## config.mk

```make
export PLATFORM = sky130hd
export DESIGN_NAME = lc3_seq
export DESIGN_NICKNAME = d
export VERILOG_FILES = /design/src/rtl/lc3_pkg.sv /design/src/rtl/lc3_seq_decode.sv /design/src/rtl/lc3_seq.sv
export SDC_FILE = /design/constraint.sdc
export NUM_CORES = 1
export LEC_CHECK = 0
export CAP_MARGIN = 20
export CORE_MARGIN = 4
export CORE_UTILIZATION = 40
export DETAILED_ROUTE_END_ITERATION = 12
export MAX_ROUTING_LAYER = met4
export PLACE_DENSITY = 0.88
export SLEW_MARGIN = 20
export SYNTH_ARGS = -nofsm -noshare
export SYNTH_HDL_FRONTEND = slang
export SYNTH_SLANG_ARGS = --single-unit
```

## constraint.sdc

```tcl
create_clock -name clk -period 2.4 [get_ports clk]
set_clock_uncertainty 0.05 [all_clocks]
set_input_delay 0.24 -clock clk [delete_from_list [all_inputs] [get_ports clk]]
set_output_delay 0.24 -clock clk [all_outputs]
set_load 0.03 [all_outputs]
```

## src/rtl/lc3_pkg.sv

```systemverilog
// rtl/lc3_pkg.sv - LC-3 sequencer opcodes, state encoding and address-select codes
package lc3_pkg;

  // LC-3 opcodes (IR[15:12]); LDI and NOT occupy swapped slots in this core
  localparam logic [3:0] OP_BR   = 4'b0000;
  localparam logic [3:0] OP_ADD  = 4'b0001;
  localparam logic [3:0] OP_LD   = 4'b0010;
  localparam logic [3:0] OP_ST   = 4'b0011;
  localparam logic [3:0] OP_JSR  = 4'b0100;
  localparam logic [3:0] OP_AND  = 4'b0101;
  localparam logic [3:0] OP_LDR  = 4'b0110;
  localparam logic [3:0] OP_STR  = 4'b0111;
  localparam logic [3:0] OP_RTI  = 4'b1000;
  localparam logic [3:0] OP_LDI  = 4'b1001;
  localparam logic [3:0] OP_NOT  = 4'b1010;
  localparam logic [3:0] OP_STI  = 4'b1011;
  localparam logic [3:0] OP_JMP  = 4'b1100;
  localparam logic [3:0] OP_RSVD = 4'b1101;
  localparam logic [3:0] OP_LEA  = 4'b1110;
  localparam logic [3:0] OP_TRAP = 4'b1111;

  typedef enum logic [3:0] {
    ST_IDLE,
    ST_FETCH,
    ST_FETCH_W,
    ST_DECODE,
    ST_EXEC,
    ST_IND,
    ST_IND_W,
    ST_MEM,
    ST_MEM_W,
    ST_NEXT,
    ST_HALT
  } state_t;

  // BRAM address mux selects
  localparam logic [1:0] ASEL_PC  = 2'd0;
  localparam logic [1:0] ASEL_REL = 2'd1;
  localparam logic [1:0] ASEL_PTR = 2'd2;

endpackage

```

## src/rtl/lc3_seq_decode.sv

```systemverilog
// rtl/lc3_seq_decode.sv - combinational opcode to execution-class decoder
module lc3_seq_decode
  import lc3_pkg::*;
#(
  parameter logic [7:0] HALT_VECT = 8'h25
) (
  input  logic [3:0] opcode,
  input  logic [7:0] trap_vect,
  output logic       cls_alu,
  output logic       cls_mem,
  output logic       cls_ind,
  output logic       cls_store,
  output logic       cls_halt,
  output logic       cls_illegal,
  output logic       cls_writes_reg
);

  // Map each opcode onto the flags the sequencer FSM branches on
  always_comb begin
    cls_alu        = 1'b0;
    cls_mem        = 1'b0;
    cls_ind        = 1'b0;
    cls_store      = 1'b0;
    cls_halt       = 1'b0;
    cls_illegal    = 1'b0;
    cls_writes_reg = 1'b0;
    case (opcode)
      OP_ADD, OP_AND, OP_NOT, OP_LEA: begin
        cls_alu        = 1'b1;
        cls_writes_reg = 1'b1;
      end
      OP_BR, OP_JMP, OP_JSR, OP_RTI: cls_alu = 1'b1;
      OP_LD, OP_LDR: begin
        cls_mem        = 1'b1;
        cls_writes_reg = 1'b1;
      end
      OP_ST, OP_STR: begin
        cls_mem   = 1'b1;
        cls_store = 1'b1;
      end
      OP_LDI: begin
        cls_ind        = 1'b1;
        cls_writes_reg = 1'b1;
      end
      OP_STI: begin
        cls_ind   = 1'b1;
        cls_store = 1'b1;
      end
      OP_RSVD: begin
        cls_halt    = 1'b1;
        cls_illegal = 1'b1;
      end
      OP_TRAP: begin
        // Only the halt vector stops the machine; other traps retire as no-ops
        if (trap_vect == HALT_VECT) cls_halt = 1'b1;
        else                        cls_alu  = 1'b1;
      end
      default: cls_alu = 1'b1;
    endcase
  end

endmodule

```

## src/rtl/lc3_seq.sv

```systemverilog
// rtl/lc3_seq.sv - LC-3 multi-cycle sequencer; LC3_SEQ_PERF_EN enables the retire/busy counters
module lc3_seq
  import lc3_pkg::*;
#(
  parameter int         DATA_W    = 16,
  parameter logic [7:0] HALT_VECT = 8'h25
) (
  input  logic              clk,
  input  logic              rst_n,
  input  logic              run,
  input  logic [DATA_W-1:0] mem_rdata,
  output logic              fetch_start,
  output logic [3:0]        opcode_out,
  output logic [8:0]        offset_out,
  output logic [DATA_W-1:0] ir,
  output logic [1:0]        addr_sel,
  output logic              mem_we,
  output logic              reg_we,
  output logic              nzp_ld,
  output logic              busy,
  output logic              halted,
  output logic              illegal,
  output logic [15:0]       instr_cnt
);

  state_t            state, state_nxt;
  logic [DATA_W-1:0] ptr;
  logic [1:0]        addr_sel_nxt;
  logic              fetch_start_nxt, mem_we_nxt, reg_we_nxt, nzp_ld_nxt;
  logic              busy_nxt, halted_nxt, illegal_nxt;
  logic              dec_alu, dec_mem, dec_ind, dec_store;
  logic              dec_halt, dec_illegal, dec_writes_reg;

  assign opcode_out = ir[15:12];
  assign offset_out = ir[8:0];

  lc3_seq_decode #(
    .HALT_VECT(HALT_VECT)
  ) u_decode (
    .opcode        (ir[15:12]),
    .trap_vect     (ir[7:0]),
    .cls_alu       (dec_alu),
    .cls_mem       (dec_mem),
    .cls_ind       (dec_ind),
    .cls_store     (dec_store),
    .cls_halt      (dec_halt),
    .cls_illegal   (dec_illegal),
    .cls_writes_reg(dec_writes_reg)
  );

  // Next state plus the values every registered output takes in that state
  always_comb begin
    state_nxt = state;
    case (state)
      ST_IDLE:    if (run) state_nxt = ST_FETCH;
      ST_FETCH:   state_nxt = ST_FETCH_W;
      ST_FETCH_W: state_nxt = ST_DECODE;
      ST_DECODE: begin
        if (dec_halt)      state_nxt = ST_HALT;
        else if (dec_ind)  state_nxt = ST_IND;
        else if (dec_mem)  state_nxt = ST_MEM;
        else               state_nxt = ST_EXEC;
      end
      ST_IND:     state_nxt = ST_IND_W;
      ST_IND_W:   state_nxt = ST_MEM;
      ST_MEM:     state_nxt = ST_MEM_W;
      // Loads spend the EXEC cycle presenting BRAM data for write-back
      ST_MEM_W:   state_nxt = ST_EXEC;
      ST_EXEC:    state_nxt = ST_NEXT;
      ST_NEXT:    state_nxt = run ? ST_FETCH : ST_IDLE;
      ST_HALT:    state_nxt = ST_HALT;
      default:    state_nxt = ST_IDLE;
    endcase

    addr_sel_nxt = ASEL_PC;
    case (state_nxt)
      ST_IND, ST_IND_W: addr_sel_nxt = ASEL_REL;
      ST_MEM, ST_MEM_W: addr_sel_nxt = dec_ind ? ASEL_PTR : ASEL_REL;
      default:          addr_sel_nxt = ASEL_PC;
    endcase

    fetch_start_nxt = (state_nxt == ST_NEXT);
    mem_we_nxt      = (state_nxt == ST_MEM) && dec_store;
    reg_we_nxt      = (state_nxt == ST_NEXT) && dec_writes_reg;
    nzp_ld_nxt      = reg_we_nxt;
    busy_nxt        = (state_nxt != ST_IDLE) && (state_nxt != ST_HALT);
    halted_nxt      = (state_nxt == ST_HALT);
    illegal_nxt     = illegal || ((state == ST_DECODE) && dec_illegal);
  end

  // State and Moore output registers
  always_ff @(posedge clk or negedge rst_n) begin
    if (!rst_n) begin
      state       <= ST_IDLE;
      addr_sel    <= ASEL_PC;
      fetch_start <= 1'b0;
      mem_we      <= 1'b0;
      reg_we      <= 1'b0;
      nzp_ld      <= 1'b0;
      busy        <= 1'b0;
      halted      <= 1'b0;
      illegal     <= 1'b0;
    end else begin
      state       <= state_nxt;
      addr_sel    <= addr_sel_nxt;
      fetch_start <= fetch_start_nxt;
      mem_we      <= mem_we_nxt;
      reg_we      <= reg_we_nxt;
      nzp_ld      <= nzp_ld_nxt;
      busy        <= busy_nxt;
      halted      <= halted_nxt;
      illegal     <= illegal_nxt;
    end
  end

  // Capture the instruction word and the indirect pointer from BRAM read data
  always_ff @(posedge clk or negedge rst_n) begin
    if (!rst_n) begin
      ir  <= '0;
      ptr <= '0;
    end else begin
      if (state == ST_FETCH_W) ir  <= mem_rdata;
      if (state == ST_IND_W)   ptr <= mem_rdata;
    end
  end

`ifdef LC3_SEQ_PERF_EN
  logic [31:0] busy_cycles;

  // Retire count bumps on entry to NEXT; busy_cycles is read hierarchically
  always_ff @(posedge clk or negedge rst_n) begin
    if (!rst_n) begin
      instr_cnt   <= 16'h0;
      busy_cycles <= 32'h0;
    end else begin
      if (state_nxt == ST_NEXT) instr_cnt <= instr_cnt + 16'h1;
      if (busy)                 busy_cycles <= busy_cycles + 32'h1;
    end
  end
`else
  assign instr_cnt = 16'h0;
`endif

endmodule

```

==> run_results.csv, run 1 <==
group,metric,value,unit
outcome,status,"complete, no violations",
grt,grt_overflow_total,0,
grt,grt_pass1_wl,5430,um
synthesis,synth.distinct_cells,38,
sta,tightest_slew,0.5013,ns
worst_setup_path,arrival,2.07,ns
cts,htreeDepth,1,
hold_path,hold_class,"primary input to async pin",
synthesis,ys_warn_count,0,
die,core-area,3468,um^2
worst_setup_path,slowest_delay,0.61,ns
synthesis,synth_edf_count,0,
sta,rsz0062_at_grt,"no",
detailed_routing,wl_per_cell,15.19,um
sta,hold_viol_final,0,
power,p_leak,0.8370,nW
worst_setup_path,startpoint,"state[0]$_DFF_PN0_",
placed_design,gp_congestion,0.8362,
synthesis,postSynthCellCount,127,
worst_setup_path,critPathCaptureType,"flop",
sta,relSlewSlack,66.44,%
grt,grt_pass1_vias,1125,
worst_setup_path,required,2.54,ns
layout,fill_cells,288,
worst_setup_path,regToRegSetupSlack,0.47,ns
layout,drive_gt1_share,18.13,%
cts,root_buffer,"clkbuf_8",
grt,grt_usage,14.18,%
cts,cts-resized-gates,0,
synthesis,seq_area_frac_synth,46.74,%
worst_setup_path,crit_slowest_cell,"dfrtp_1",
synthesis,yosys.area.top_type,"dfrtp_1",
power,peakVddDrop,843.3,uV
synthesis,synth_seq_cells,28,
layout,stdcell_count,217,
cts,cts.clk_slew.worst_paths,0.09,ns
worst_setup_path,crit_fanout,12,
sta,finalCritPeriodShare,80.30,%
worst_setup_path,r2r-start,"state[0]$_DFF_PN0_",
cts,clkLatencyLatePin,0.27,ns
layout,diodes,0,
detailed_routing,ant_nets,0,
die,io_pins,73,
grt,grt_max_degree,29,
die,die_w,69.22,um
sta,final_max_slew_viol_count,0,
detailed_routing,dr.pass1.iters,4,
worst_setup_path,rr_worst_depth,5,
detailed_routing,drc,0,
placed_design,hpwl,2578,um
layout,syn_to_final_growth,33.64,%
cts,cts_sinks,28,
die,die_area,4791,um^2
synthesis,synth_flop_cell,"dfrtp_1",
cts,clock_path_buffers,2,
synthesis,syn_area,1499,um^2
detailed_routing,drt_iter0_markers,44,
synthesis,syn_avg_cell_area,11.80,um^2
cts,cts_buffers,3,
synthesis,yosysMostFrequentCell,"buf_4",
sta,fmax,518.9,MHz
cts,cts_setup_buffers,0,
sta,layout_min_cycle_time,1.927,ns
detailed_routing,wl,3297,um
layout,nets,191,
synthesis,ys_top_cells_by_area,"dfrtp_1 (47%), buf_4 (15%), mux2_2 (11%)",
grt,antenna_found_initial,0,
sta,tns,0,ns
detailed_routing,vias,1067,
power,power_density,1616,nW/um^2
sta,setup_viol,0,
placed_design,io_buffers,56,
worst_setup_path,path_cells,"and4bb_1, nand4_1, o21ai_4, nand3_2, a211oi_2",
die,die_y,69.22,um
die,row_count,21,
detailed_routing,viasPerCell,4.917,
synthesis,netlist.area_leader.share,46.74,%
synthesis,synth_common_cells,"buf_4 (30), dfrtp_1 (28), mux2_2 (15), nand2_1 (4)",
cts,cts_tree,"yes",
worst_setup_path,critPathKind,"flop to flop",
placed_design,placed_cells,213,
cts,holdBufCountCts,0,
worst_setup_path,cp-start-kind,"flop",
job,maxCapViolCount,0,
sta,whs,0.2937,ns
worst_setup_path,r2r_end,"mem_we$_DFF_PN0_",
worst_setup_path,cp-endpoint,"mem_we$_DFF_PN0_",
synthesis,async_flop_share,100.0,%
die,start_util,43.22,%
-- layout make-up --
class / instances / area [um^2] / area share (%)
clock buffer: 4 / 55.05 / 2.748
inverter: 2 / 7.507 / 0.3748
multi-input combinational: 79 / 606.8 / 30.29
sequential: 28 / 700.7 / 34.98
tap: 46 / 57.56 / 2.873
timing repair buffer: 58 / 575.6 / 28.73
-- worst min-delay path by stage --
| stage | startpoint | end | slack (ns) | cells past startpoint |
|---|---|---|---|---|
| global placement | illegal$_DFF_PN0_ | illegal$_DFF_PN0_ | 0.43 | 1 |
| finish | rst_n | mem_we$_DFF_PN0_ | 0.29 | 2 |
| CTS | rst_n | state[2]$_DFF_PN0_ | 0.31 | 2 |
| floorplan | rst_n | addr_sel[0]$_DFF_PN0_ | -0.11 | 0 |
| global route | rst_n | ir[13]$_DFFE_PN0P_ | 0.32 | 2 |
| detailed placement | illegal$_DFF_PN0_ | illegal$_DFF_PN0_ | 0.43 | 1 |
-- cell families (layout without fill, tap and decap cells) --
kind of cell / after synthesis / after routing / share of synthesized area [%]
compound gates: 15 / 15 / 9.181
xor+xnor: 1 / 1 / 0.5844
buf+inv: 35 / 64 / 16.53
flops: 28 / 28 / 46.74
mux: 16 / 16 / 11.94
other cells: 1 / 16 / 0.2502
simple gates: 31 / 31 / 14.77
-- critical path, delay by kind of cell, from the launching register on --
kind / cells / cell delay, ns
flops: 1 / 0.61
simple gates: 3 / 0.74
compound gates: 2 / 0.46
-- layer usage --
metal | global-route usage (%) | share of wire (%) | wire [um] | vias up
li1 | - | - | - | 490
met1 | 14.84 | 38 | 1259 | 507
met2 | 26.38 | 53 | 1739 | 63
met3 | 3.188 | 7.3 | 241 | 7
met4 | 4.121 | 1.7 | 55 | 0
met5 | - | 0 | 0 | -
-- cells in the final DEF, fill, tap and decap left out, types with 2 or more instances in the layout --
master	instances
o211ai_1	2
o21ai_0	3
mux2_2	15
and2_1	2
nor2_1	3
nor2b_1	3
nand4_1	2
buf_4	2
conb_1	16
clkbuf_8	4
dfrtp_1	28
nand3_1	2
inv_1	2
clkdlybuf4s50_1	56
a21oi_1	2
nand2_1	4
and3_1	2
nor3_1	2
-- metrics by stage --
step / worst slack, ns / total power [W] / utilization [%] / area [um^2]
2_1_floorplan: 0.5042 / 0.002357 / - / 1555
3_3_place_gp: 0.5752 / 0.002908 / 56.17 / 1948
3_5_place_dp: 0.4849 / 0.002971 / 56.17 / 1948
4_1_cts: 0.4809 / 0.003259 / 57.76 / 2003
5_1_grt: 0.3621 / 0.003412 / 57.76 / 2003
6_report: 0.4727 / 0.003237 / 57.76 / 2003
-- power by group --
part	internal, W	switching, W
Combinational	0.000901	0.00110
Clock	0.000147	0.000137
Sequential	0.000686	0.000269
-- flip-flops by register name (all words and copies together) (netlist names) --
name	cells
mem_we	1
halted	1
fetch_start	1
nzp_ld	1
addr_sel	2
ir	16
state	4
illegal	1
busy	1
(Power assumes the default switching activity.)
==> inputs of run 2 (changes only) <==
CORE_UTILIZATION = 36   (was 40)
PLACE_DENSITY = 0.84   (was 0.88)
clock period = 1.6 ns   (was 2.4 ns; I/O delays follow)
==> run 2 against run 1 <==
The run now ends with setup timing left. Register-to-register slack lost 0.65 ns. Final area is 14% higher. Sequential share of layout area shrank 4.2 points. Maximum frequency rose by 8.4%. Largest power group unchanged. Highest routed layer unchanged.
==> run_results.csv, run 2 (same netlist as run 1, synthesis figures left out) <==
group,metric,value,unit
sta,hold_viol_final,0,
die,die_area,5260,um^2
worst_setup_path,critPathCaptureType,"flop",
grt,grt_overflow_total,0,
cts,cts.clk_slew.worst_paths,0.09,ns
grt,grt_usage,13.31,%
placed_design,pre_cts_ws,-0.1796,ns
job,maxCapViolCount,0,
power,peakVddDrop,1177,uV
detailed_routing,dr.pass1.iters,4,
grt,grt_pass1_vias,1135,
outcome,status,"finished with violations",
detailed_routing,vias,1135,
die,die_w,72.53,um
layout,largest_registers,"ir x16, state x4, addr_sel x2",
power,pwr-share-clk,7.9,%
worst_setup_path,required,1.72,ns
placed_design,hpwl,2543,um
sta,finalCritPeriodShare,111.1,%
die,die_y,72.53,um
power,p_int,0.003056,W
layout,syn_to_final_growth,52.84,%
placed_design,io_buffers,56,
detailed_routing,wl,3463,um
layout,largest_register_ffs,16,
grt,antenna_found_initial,0,
outcome,failed_checks,"setup timing",
detailed_routing,viasPerCell,4.595,
sta,layout_min_cycle_time,1.778,ns
worst_setup_path,cp-start-kind,"flop",
detailed_routing,drc,0,
cts,htreeDepth,1,
cts,root_buffer,"clkbuf_8",
grt,grt_max_degree,29,
worst_setup_path,slowest_delay,0.54,ns
sta,setup_viol,18,
layout,mostFrequentLayoutCells,"clkdlybuf4s50_1 (30), dfrtp_1 (25), buf_4 (22)",
hold_path,hold_class,"primary input to async pin",
worst_setup_path,r2r-start,"ir[7]$_DFFE_PN0P_",
sta,fmax,562.5,MHz
worst_setup_path,critPathKind,"flop to flop",
power,power_density,2393,nW/um^2
cts,clkLatencyLatePin,0.27,ns
power,p_leak,1.119,nW
layout,drive_gt1_share,32.49,%
sta,tns,-1.041,ns
layout,final_core_util,57.27,%
worst_setup_path,path_cells,"or4b_4, o21a_4, o21ai_4, and3b_1, o31ai_2",
die,row_count,23,
cts,cts_tree,"yes",
layout,final_common_cell,"clkdlybuf4s50_1",
layout,nets,217,
sta,final_max_slew_viol_count,0,
worst_setup_path,crit_slowest_cell,"or4b_4",
worst_setup_path,startpoint,"ir[7]$_DFFE_PN0P_",
detailed_routing,wl_per_cell,14.02,um
die,start_util,37.47,%
sta,whs,0.2121,ns
power,p_seq_share,23.8,%
cts,cts_sinks,28,
die,core-area,4000,um^2
layout,diodes,0,
cts,clock_path_buffers,2,
worst_setup_path,arrival,1.89,ns
grt,grt_pass1_wl,5306,um
layout,fill_cells,356,
sta,layout_setup_ws,-0.1778,ns
detailed_routing,drt_iter0_markers,39,
detailed_routing,ant_nets,0,
power,pwr-share-comb,68.3,%
worst_setup_path,crit_fanout,5,
sta,rsz0062_at_grt,"yes",
placed_design,gp_congestion,0.8833,
layout,regMostFlops,"ir",
power,switching_power,0.002427,W
power,p_sw_share,44.26,%
cts,cts_buffers,3,
die,io_pins,73,
run 2: cell count changes in the layout (fill, tap and decap cells not counted), moves of 6 or more:
cell	change
clkdlybuf4s50_1	-26
mux2_2	-14
buf_4	+20
dlymetal6s2s_1	+8
dlygate4sd2_1	+18
mux2_4	+14
buf_6	+6
run 2: timing repair:
action                                  CTS  global route
pin swaps                                 2             6
gates cloned                              0             1
gates resized for setup                  21            25
endpoints found under the setup margin   30            31
setup buffers                             1             3
hold buffers                              0             0
hold endpoints to repair                  0             0
run 2: critical path: cells and delay by family (launching register included):
family / cells / cell delay (ns)
flops: 1 / 0.41
compound gates: 3 / 0.47
simple gates: 2 / 0.74
run 2: area by class of cell:
| class | count | area [um^2] | area share (%) |
|---|---|---|---|
| multi-input cells | 79 | 670.6 | 29.27 |
| inverters | 2 | 7.507 | 0.3277 |
| well taps | 50 | 62.56 | 2.731 |
| flip-flops and latches | 28 | 704.4 | 30.75 |
| repair buffers | 84 | 790.8 | 34.52 |
| clock buffers | 4 | 55.05 | 2.403 |
run 2: layer usage:
layer / up-vias / share of wire, % / wire (um) / GRT usage, %
met1: 544 / 44 / 1514 / 17.41
met3: 4 / 5.2 / 180 / 3.324
met5: - / 0 / 0 / -
li1: 541 / - / - / -
met4: 0 / 0.75 / 26 / 3.279
met2: 46 / 50 / 1742 / 20.74
run 2: final timing paths:
| check | to | slack, ns | depth (start not counted) |
|---|---|---|---|
| max in group asynchronous | ir[7]$_DFFE_PN0P_ | 1.01 | 2 |
| min in group clk | ir[13]$_DFFE_PN0P_ | 0.41 | 3 |
| setup / recovery | addr_sel[0]$_DFF_PN0_ | -0.18 | 5 |
| hold / removal | busy$_DFF_PN0_ | 0.21 | 2 |
| setup reg to reg | addr_sel[0]$_DFF_PN0_ | -0.18 | 5 |
| hold reg to reg | illegal$_DFF_PN0_ | 0.46 | 1 |
run 2: power groups by stage:
stage	logic [W]	clock network [W]	registers, W
3_3_place_gp	0.00360	0	0.00129
3_5_place_dp	0.00362	0	0.00131
5_1_grt	0.00396	0.000471	0.00136
4_1_cts	0.00355	0.000449	0.00130
2_1_floorplan	0.00180	0	0.00186
6_report	0.00374	0.000430	0.00131
run 2: through the flow:
step	power [W]	area, um^2	std cells
global placement	0.004891	2141	239
global route	0.005789	2291	247
finish	0.005482	2291	247
detailed placement	0.004931	2141	239
floorplan	0.003655	1590	142
CTS	0.005296	2192	244
==> inputs of run 3 (changes only) <==
RECOVER_POWER = 25   (was not set)
==> run 3 against run 2 <==
The run still ends with setup timing left. Final area down 0.11%. Non-clock buffer count is the same. Via count is the same. Core utilization shrank 0.062 points. Critical path depth unchanged. Clock-buffer cell count unchanged. Total power is essentially flat. Global-route usage unchanged. Wire length stayed put. Maximum frequency did not move. Critical path type unchanged. Critical endpoint unchanged. Highest routed layer unchanged.
==> run_results.csv, run 3 (same netlist as run 1, synthesis figures left out) <==
group,metric,value,unit
die,die_area,5260,um^2
placed_design,placed_area,2141,um^2
worst_setup_path,rr_worst_depth,5,
layout,drive_gt1_share,32.49,%
cts,cts_sinks,28,
layout,nets,217,
worst_setup_path,critical_path.top_delay_family,"simple AND/OR/NAND/NOR gates",
worst_setup_path,regToRegSetupSlack,-0.18,ns
layout,fill_cells,357,
power,pwr-share-comb,68.3,%
grt,grt_pass1_vias,1135,
sta,tightest_slew,0.6794,ns
detailed_routing,vias,1135,
layout,largest_registers,"ir x16, state x4, addr_sel x2",
placed_design,io_buffers,56,
placed_design,gp_congestion,0.8833,
cts,holdBufCountCts,0,
job,maxCapViolCount,0,
detailed_routing,drt_iter0_markers,43,
worst_setup_path,crit_fanout,5,
die,io_pins,73,
worst_setup_path,path_cells,"or4b_4, o21a_4, o21ai_4, and3b_1, o31ai_2",
worst_setup_path,crit_slowest_cell,"or4b_4",
grt,antenna_found_initial,0,
power,power_density,2395,nW/um^2
placed_design,hpwl,2543,um
grt,grt_pass1_wl,5306,um
sta,final_max_slew_viol_count,0,
cts,clkLatencyLatePin,0.27,ns
hold_path,hold_class,"primary input to async pin",
sta,rsz0062_at_grt,"yes",
sta,finalCritPeriodShare,111.1,%
power,peakVddDrop,1177,uV
cts,cts.clk_slew.worst_paths,0.09,ns
grt,grt_usage,13.31,%
worst_setup_path,required,1.72,ns
cts,clock_path_buffers,2,
power,p_sw_share,44.27,%
sta,relSlewSlack,54.71,%
die,row_count,23,
cts,root_buffer,"clkbuf_8",
sta,fmax,562.5,MHz
power,p_leak,1.119,nW
layout,regMostFlops,"ir",
worst_setup_path,critPathCaptureType,"flop",
layout,final_common_cell,"clkdlybuf4s50_1",
worst_setup_path,critPathKind,"flop to flop",
power,p_int,0.003054,W
layout,syn_to_final_growth,52.67,%
grt,grt_overflow_total,0,
detailed_routing,wl_per_cell,14.02,um
power,power,0.005481,W
sta,layout_setup_ws,-0.1778,ns
die,die_y,72.53,um
die,die_w,72.53,um
detailed_routing,wl,3463,um
outcome,status,"finished with violations",
outcome,failed_checks,"setup timing",
detailed_routing,ant_nets,0,
worst_setup_path,slowest_delay,0.54,ns
cts,htreeDepth,1,
cts,cts_buffers,3,
worst_setup_path,cp-start-kind,"flop",
layout,diodes,0,
layout,fin_area,2288,um^2
sta,setup_viol,18,
cts,cts_tree,"yes",
sta,whs,0.4073,ns
worst_setup_path,arrival,1.89,ns
die,core-area,4000,um^2
worst_setup_path,worst-path-buf-inv,0,
sta,layout_min_cycle_time,1.778,ns
power,p_seq_share,23.8,%
power,switching_power,0.002426,W
detailed_routing,drc,0,
worst_setup_path,r2r-start,"ir[7]$_DFFE_PN0P_",
die,start_util,37.47,%
grt,grt_max_degree,29,
power,pwr-share-clk,7.9,%
detailed_routing,dr.pass1.iters,4,
layout,mostFrequentLayoutCells,"clkdlybuf4s50_1 (29), dfrtp_1 (25), buf_4 (21)",
sta,hold_viol_final,0,
worst_setup_path,r2r_end,"addr_sel[0]$_DFF_PN0_",
layout,largest_register_ffs,16,
detailed_routing,viasPerCell,4.595,
-- run 3: cell count changes in the layout (fill, tap and decap cells not counted), sizes merged --
| cell | previous run | this run |
|---|---|---|
| clkdlybuf4s50 | 30 | 29 |
| dlygate4sd3 | 0 | 1 |
| clkbuf | 4 | 5 |
| buf | 28 | 27 |
-- run 3: cell type report --
class | instances | area (um^2) | share of cell area [%]
clock buffers | 4 | 55.05 | 2.406
inverters | 2 | 7.507 | 0.3280
well taps | 50 | 62.56 | 2.734
flip-flops and latches | 28 | 704.4 | 30.78
repair buffers | 84 | 788.3 | 34.45
multi-input cells | 79 | 670.6 | 29.31
-- run 3: layer usage --
metal  wire length, um  GRT usage (%)
met5                 0              -
met4                26          3.279
met3               180          3.324
met2              1742          20.74
met1              1513          17.41
-- run 3: power groups by stage --
stage                     sequential, W  combinational, W  clock, W
after detailed placement        0.00131           0.00362         0
after floorplan                 0.00186           0.00180         0
after global placement          0.00129           0.00360         0
after CTS                       0.00130           0.00355  0.000449
after global routing            0.00136           0.00396  0.000471
final                           0.00131           0.00374  0.000430
-- run 3: worst max-delay path by stage --
stage | depth (start not counted) | slack, ns | endpoint | startpoint
detailed placement | 5 | -0.18 | mem_we$_DFF_PN0_ | ir[7]$_DFFE_PN0P_
floorplan | 5 | -0.21 | addr_sel[0]$_DFF_PN0_ | ir[7]$_DFFE_PN0P_
finish | 5 | -0.18 | addr_sel[0]$_DFF_PN0_ | ir[7]$_DFFE_PN0P_
CTS | 5 | -0.20 | addr_sel[0]$_DFF_PN0_ | ir[7]$_DFFE_PN0P_
global route | 5 | -0.26 | addr_sel[0]$_DFF_PN0_ | ir[7]$_DFFE_PN0P_
global placement | 5 | -0.13 | busy$_DFF_PN0_ | ir[7]$_DFFE_PN0P_
-- run 3: what timing repair did --
| action | 4_1_cts | 5_1_grt |
|---|---|---|
| pin swaps | 2 | 6 |
| setup endpoints to repair | 30 | 31 |
| buffers inserted | 1 | 3 |
| gates resized for setup | 21 | 25 |
| cloned | 0 | 1 |
-- run 3: through the flow --
stage | TNS, ns | setup slack [ns] | cells | utilization (%)
after floorplan | -1.015 | -0.2098 | 142 | -
after global placement | -0.5431 | -0.1313 | 239 | 53.52
after detailed placement | -0.6949 | -0.1796 | 239 | 53.52
after CTS | -0.9811 | -0.2042 | 244 | 54.80
after global routing | -1.905 | -0.2634 | 247 | 57.21
final | -1.039 | -0.1778 | 247 | 57.21
